### src/rtl/load_store_unit.sv
// load_store_unit: RISC-V B/H/W loads and stores onto a word memory; `LSU_MISALIGN_TRAP_EN traps misaligned requests.
// Latency accept->RespValid: 2 cycles aligned, 3 cycles word-spanning, 1 cycle illegal.
// Backpressure: ReqReady only in IDLE, ReqValid ignored while busy; response is a one-cycle pulse.
module load_store_unit #(
  parameter int MEM_WORDS = 1024,
  parameter int ADDR_BITS = 10
) (
  input  logic        clk,
  input  logic        rst_n,
  input  logic        ReqValid,
  output logic        ReqReady,
  input  logic        ReqWrite,
  input  logic [2:0]  ReqFunct3,
  input  logic [31:0] ReqAddr,
  input  logic [31:0] ReqWData,
  output logic        RespValid,
  output logic        RespErr,
  output logic [31:0] RespRData,
  output logic [31:0] MemAddress,
  output logic        MemWE,
  output logic [31:0] MemWriteData,
  input  logic [31:0] MemReadData
);

  typedef enum logic [1:0] {IDLE, ACC0, ACC1, RESP} state_t;
  state_t state_q, state_d;

  logic                 write_q, err_q;
  logic [2:0]           f3_q;
  logic [ADDR_BITS+1:0] addr_q;
  logic [31:0]          wdata_q, ld_q, rdata_q;

  logic legal_op, misalign, req_illegal, load_done;
  logic unused_addr_hi;

  always_comb begin
    legal_op = 1'b0;
    if (ReqWrite) legal_op = ReqFunct3 inside {3'b000, 3'b001, 3'b010};
    else          legal_op = ReqFunct3 inside {3'b000, 3'b001, 3'b010, 3'b100, 3'b101};
  end

`ifdef LSU_MISALIGN_TRAP_EN
  assign misalign = ((ReqFunct3[1:0] == 2'b01) && ReqAddr[0]) ||
                    ((ReqFunct3[1:0] == 2'b10) && (ReqAddr[1:0] != 2'b00));
`else
  assign misalign = 1'b0;
`endif

  assign req_illegal    = !legal_op || misalign;
  assign unused_addr_hi = ^ReqAddr[31:ADDR_BITS+2];

  // Lane enables over an 8-byte window: [3:0] hit word0, [7:4] spill into word1.
  logic [1:0]           off;
  logic [3:0]           size_mask;
  logic [7:0]           be;
  logic [63:0]          wdata_sh;
  logic                 spans;
  logic [ADDR_BITS-1:0] word0, word1;

  assign off = addr_q[1:0];

  always_comb begin
    case (f3_q[1:0])
      2'b00:   size_mask = 4'b0001;
      2'b01:   size_mask = 4'b0011;
      default: size_mask = 4'b1111;
    endcase
  end

  assign be       = {4'b0000, size_mask} << off;
  assign wdata_sh = {32'd0, wdata_q} << {off, 3'b000};
  assign spans    = |be[7:4];
  assign word0    = addr_q[ADDR_BITS+1:2];
  assign word1    = (word0 + 1'b1) & ADDR_BITS'(MEM_WORDS - 1);

  function automatic logic [31:0] lane_mask(input logic [3:0] b);
    return {{8{b[3]}}, {8{b[2]}}, {8{b[1]}}, {8{b[0]}}};
  endfunction

  // Load bytes land at result byte 0 upward; ACC1 continues above what ACC0 captured.
  logic [31:0] ld_lo, ld_full, ld_ext;
  assign ld_lo   = MemReadData >> {off, 3'b000};
  assign ld_full = (state_q == ACC1) ? (ld_q | (MemReadData << (6'd32 - {1'b0, off, 3'b000})))
                                     : ld_lo;

  always_comb begin
    case (f3_q)
      3'b000:  ld_ext = {{24{ld_full[7]}}, ld_full[7:0]};
      3'b001:  ld_ext = {{16{ld_full[15]}}, ld_full[15:0]};
      3'b100:  ld_ext = {24'd0, ld_full[7:0]};
      3'b101:  ld_ext = {16'd0, ld_full[15:0]};
      default: ld_ext = ld_full;
    endcase
  end

  always_comb begin
    state_d      = state_q;
    MemWE        = 1'b0;
    MemAddress   = '0;
    MemWriteData = '0;
    load_done    = 1'b0;
    case (state_q)
      IDLE: if (ReqValid) state_d = req_illegal ? RESP : ACC0;
      ACC0: begin
        MemAddress   = {{(32-ADDR_BITS){1'b0}}, word0};
        MemWE        = write_q;
        MemWriteData = (MemReadData & ~lane_mask(be[3:0])) | (wdata_sh[31:0] & lane_mask(be[3:0]));
        load_done    = !write_q && !spans;
        state_d      = spans ? ACC1 : RESP;
      end
      ACC1: begin
        MemAddress   = {{(32-ADDR_BITS){1'b0}}, word1};
        MemWE        = write_q;
        MemWriteData = (MemReadData & ~lane_mask(be[7:4])) | (wdata_sh[63:32] & lane_mask(be[7:4]));
        load_done    = !write_q;
        state_d      = RESP;
      end
      RESP:    state_d = IDLE;
      default: state_d = IDLE;
    endcase
  end

  always_ff @(posedge clk or negedge rst_n) begin
    if (!rst_n) begin
      state_q <= IDLE;
      write_q <= 1'b0;
      err_q   <= 1'b0;
      f3_q    <= '0;
      addr_q  <= '0;
      wdata_q <= '0;
      ld_q    <= '0;
      rdata_q <= '0;
    end else begin
      state_q <= state_d;
      if (state_q == IDLE && ReqValid) begin
        write_q <= ReqWrite;
        f3_q    <= ReqFunct3;
        addr_q  <= ReqAddr[ADDR_BITS+1:0];
        wdata_q <= ReqWData;
        err_q   <= req_illegal;
      end
      if (state_q == ACC0) ld_q <= ld_lo;
      if (load_done) rdata_q <= ld_ext;
    end
  end

  assign ReqReady  = (state_q == IDLE);
  assign RespValid = (state_q == RESP);
  assign RespErr   = RespValid && err_q;
  assign RespRData = rdata_q;

endmodule

### config.mk
export PLATFORM = sky130hd
export DESIGN_NAME = load_store_unit
export DESIGN_NICKNAME = d
export VERILOG_FILES = /design/src/rtl/load_store_unit.sv
export SDC_FILE = /design/constraint.sdc
export NUM_CORES = 1
export LEC_CHECK = 0
export ABC_CLOCK_PERIOD_IN_PS = 2900
export CORE_MARGIN = 2
export CORE_UTILIZATION = 35
export CTS_CLUSTER_SIZE = 20
export DETAILED_ROUTE_END_ITERATION = 8
export SLEW_MARGIN = 0
export SYNTH_ARGS = -nofsm -noshare
export SYNTH_HDL_FRONTEND = slang
export SYNTH_SLANG_ARGS = --single-unit
### constraint.sdc
create_clock -name clk -period 2.9 [get_ports clk]
set_input_delay 0.725 -clock clk [delete_from_list [all_inputs] [get_ports clk]]
set_output_delay 0.725 -clock clk [all_outputs]
set_load 0.02 [all_outputs]
Word-level counts from Yosys, hierarchy flattened
Index checks and enable logic that the tools add are counted.
Storage, ports and cells
  register bits: 115
  input bits: 103
  output and inout bits: 100
  logic and storage cells: 61
Operators by class
  add/subtract/negate cells: 2
  eq/ne operators: 12
  shift operators: 4
  mux-type cells: 12
  bitwise gates (word level): 9
  reduce and logical (&&, ||, !) cells: 14
Operator list (number)
  $and A32 B32 Y32: 4
  $pmux W32 S4: 1
  $or A32 B32 Y32: 3
  $not A32 Y32: 2
  $pmux W32 S2: 1
  $shl A32 B5 Y64: 1
  $mux W32: 1
  $shl A32 B6 Y32: 1
  $shr A32 B5 Y32: 1
  $pmux W10 S2: 1
  $eq A3 B3 Y1 const B: 4
  $add A10 B1 Y10 const B: 1
  $pmux W2 S4: 1
  $pmux W4 S2: 1
  $shl A4 B2 Y8: 1
  $eq A3 B1 Y1 const B: 2
  $logic_not A3 Y1: 2
  $sub A6 B5 Y6 const A: 1
  $reduce_bool A5 Y1: 1
  $eq A2 B1 Y1 const B: 2
  $eq A2 B2 Y1 const B: 2
  $logic_not A2 Y1: 2
  $mux W2: 2
  $reduce_or A4 Y1: 1
  8 further kinds: 14

Logic depth before layout (Yosys ltp)
Gate-level depths: netlist of the first run.
  depth in word-level cells: 7
  depth in mapped cells: 12
  gate-level depth less buffers: 6

Least setup slack after synthesis of the first run
Ideal clock, no wire load.
  path type: register -> output
  start point: reg addr_q[1]
  end point: out MemWriteData[6]
  arrival: 2467 ps
  data required time: 2175 ps
  setup slack: -292 ps
  cell stages (with the launch flop): 11
  cells stage by stage: dfrtp_1 -> buf_4 -> buf_2 -> clkinv_1 -> clkbuf_1 -> ha_1 -> buf_2 -> clkbuf_1 -> and3_1 -> o21ai_0 -> a21boi_0
Between the ends
  longest elaborated chain between the ends: 5
  elaborated cells on any way between the ends: 11
  those cells by class: shift: 2; mux: 1; bitwise: 8
RTL lines
  start: declaration: line 30  | logic [ADDR_BITS+1:0] addr_q;
  start signal: assignment: line 138  | addr_q <= ReqAddr[ADDR_BITS+1:0];
  parallel branches: the longest is 4 deep, another holds $shl A32 B5 Y64
  $pmux W32 S2 *: line 102  | case (state_q)
  end: declaration: line 21  | output logic [31:0] MemWriteData,
Mark *: on every way between the ends.

Worst setup path after layout of the first run
  start point: reg addr_q[0]
  end point: out MemWriteData[6]
The elaborated chain is that of the path after synthesis.

==> impl_metrics.ini, run 1 <==
[clocking]
hold_buffers = 0
cts_tree = yes
numCtsBuffers = 17
root_buffer = clkbuf_16
ctsHtreeMaxLevel = 4
cts_buffer_depth = 2
clock-sinks = 115
clkTransAtPathRegs_ns = 0.06
clkLatencyLatePin_ns = 0.43

[logic_synthesis]
synth-seq-area-share_pct = 35.3
yosys-top-cells-area = dfrtp_1 35%, mux2_2 11%, mux2i_1 8.0%
yosysWarningCount = 0
synth_cells = 864
syn_avg_cell_area_um2 = 9.44
ys_top_cells_by_count = 115 x dfrtp_1, 79 x mux2_2, 67 x nand2_1, 65 x mux2i_1, 61 x o21ai_0
ys.flop_type = dfrtp_1
async_flop_share_pct = 100
synth_top_area_cell = dfrtp_1
synth-edff-count = 0
synth-seq-cells = 115
netlist_area_um2 = 8150
synth_cell_types = 55
post-synth-top-count-cell = dfrtp_1
yosys.area.top_type_share_pct = 35.3

[setup_path]
crit_type = flip-flop to output port
cp_num_buf_inv = 3
end_kind = output port
slowest_stage = dfrtp_4
crit_fanout = 10
cp_cell_sequence = buf_12 > buf_12 > mux2_2 > a22o_1 > o211ai_1 > a21boi_2 > buf_6
cp_data_arrival_time_ns = 2.18
critPathMostFrequentCell = buf_12
critPathMaxStageDelay_ns = 0.53
cp.required_ns = 2.17
cp-start-kind = flip-flop
critical-path-top-delay-family = flip-flops

[detailed_routing]
drt_wl_total_mm = 28.3
drc = 0
ant_nets = 0
via_per_inst = 5.58
wire_per_inst_um = 20.2
drtPass1Iterations = 5
vias = 7849
drt-initial-drc-count = 841

[placed_design]
place_hpwl_mm = 20.3
post-place-ws_ns = -0.338
dpl.cell_count = 1363
port_buffers = 160
gp_congestion = 0.886

[floorplanning]
design.die.area_um2 = 24500
num_io_pins = 203
coreArea_um2 = 22800
die_h_um = 157
die_w_um = 157
rows = 55
initial_core_util_pct = 35.8

[timing]
fin_crit_sh_pct = 100
worstMarginPinSlew_ns = 0.719
slew_violations = 0
setup_viol = 2
rsz0062_at_grt = true
fmax_mhz = 344
hold_violations = 0
clock_skew_ns = 0.0129
slew_headroom_pct = 52.1
timing.final.ws_setup_ns = -0.00696
layout_min_cycle_time_ns = 2.91

[power_and_ir_drop]
p_leak_uw = 0.00483
max-vdd-ir-drop_mv = 0.605
power_density_nw_per_um2 = 1340

[global_route]
grt_pass1_vias = 7526
grt-ovfl-total = 0
grt_use_total_pct = 23.2
antenna_found_initial = 0
grt_max_degree = 116
grt_pass1_wl_mm = 43.3

[finish]
areaGrowthSynthToFinish_pct = 40.4
instances_no_fill = 1406
nets = 1189
drive_above_1_share_pct = 30.0
insertedDiodeCount = 0

[hold_path]
worstHoldPathType = input pin to async pin

[run_status]
status = complete, but fails checks
violations = negative setup slack

[job]
maxCapViolCount = 0
[state kept, by name (all words and copies together) (netlist names)]
register,flops
RespRData,32
ld_q,32
wdata_q,32
addr_q,12
f3_q,3
state_q,2
err_q,1
write_q,1
[path summary, 6_finish.rpt]
kind | start | endpoint | slack [ns] | depth (start not counted)
worst max-delay path | addr_q[0]$_DFFE_PN0P_ | MemWriteData[6] | -0.007 | 7
min in group clk | ld_q[20]$_DFFE_PN0P_ | ld_q[20]$_DFFE_PN0P_ | 0.49 | 2
worst max register to register | state_q[0]$_DFFE_PN0P_ | RespRData[3]$_DFFE_PN0P_ | 0.26 | 8
max in group asynchronous | rst_n | addr_q[0]$_DFFE_PN0P_ | 1.90 | 2
worst min-delay path | rst_n | RespRData[19]$_DFFE_PN0P_ | 0.33 | 2
worst min register to register | ld_q[20]$_DFFE_PN0P_ | ld_q[20]$_DFFE_PN0P_ | 0.49 | 2
[where the power goes]
group	leakage (uW)	internal [uW]	switching, uW
sequential	0.00137	2440	710
clock	0.000287	1310	816
combinational	0.00317	4620	5450
[logic make-up after synthesis]
family	synth area share, %
compound gates	23.2
simple gates	10.9
mux	21.1
buf+inv	8.04
flops	35.3
fa+ha+maj	0.921
xor+xnor	0.430
other cells	0.0460
[metrics by stage]
stage          utilization [%]  hold slack [ns]  area, um^2  setup TNS [ns]  power [uW]
6_report                  50.3            0.327       11400        -0.00746       15300
5_1_grt                   50.3            0.449       11400          -0.506       16300
3_5_place_dp              46.7            0.466       10600           -4.86       12700
2_1_floorplan                -            0.429        8240               0        9000
4_1_cts                   49.6            0.429       11300         -0.0594       15000
3_3_place_gp              46.7            0.460       10600           -5.08       12600
[per-layer routing]
layer | GRT usage, % | wire [um] | part of all wire, %
met5 | 0 | 0 | 0
met4 | 6.90 | 551 | 1.9
met3 | 5.29 | 2250 | 7.9
met2 | 35.9 | 12800 | 45
met1 | 32.3 | 12700 | 45
[cell type report]
cell class	instances	area [um^2]
flip-flops and latches	115	2880
clock inverters	12	130
clock buffers	20	457
multi-input cells	637	4920
well taps	313	392
repair buffers	282	2560
fillers	2116	11300
inverters	27	105
[what timing repair did]
| action | in CTS | in global routing |
|---|---|---|
| resized for setup | 168 | 57 |
| setup buffers | 9 | 3 |
| setup endpoints to repair | 44 | 36 |
| pin swaps | 11 | 18 |
[placed cells by master, fill, tap and decap left out, types with 10 or more instances in the layout]
cell | Yosys | final
nor2_1 | 22 | 20
nor3_1 | 15 | 11
clkdlybuf4s50_1 | 0 | 116
a31oi_1 | 17 | 17
buf_4 | 32 | 117
inv_1 | 26 | 25
o211ai_1 | 25 | 25
buf_12 | 0 | 10
o21ai_0 | 61 | 59
mux2i_2 | 0 | 11
nand4_1 | 10 | 10
dfrtp_1 | 115 | 112
conb_1 | 1 | 22
mux2_2 | 79 | 78
buf_6 | 1 | 11
clkbuf_16 | 0 | 17
o311ai_0 | 16 | 16
a21oi_1 | 37 | 37
mux2i_1 | 65 | 53
nor2b_1 | 23 | 22
o21a_1 | 21 | 21
nand2_1 | 67 | 66
nand3_1 | 13 | 12
buf_2 | 23 | 11
Power figures use the tool's default switching activity.
==> inputs of run 2 (changes only) <==
--- a/config.mk
+++ b/config.mk
@@ -8,8 +8,9 @@
 export ABC_CLOCK_PERIOD_IN_PS = 2900
 export CORE_MARGIN = 2
 export CORE_UTILIZATION = 35
-export CTS_CLUSTER_SIZE = 20
+export CTS_CLUSTER_SIZE = 10
 export DETAILED_ROUTE_END_ITERATION = 8
+export GPL_ROUTABILITY_DRIVEN = 1
 export SLEW_MARGIN = 0
 export SYNTH_ARGS = -nofsm -noshare
 export SYNTH_HDL_FRONTEND = slang
==> results of run 2 <==
Same layout as run 1: the final DEF is identical, and so are final timing and power.
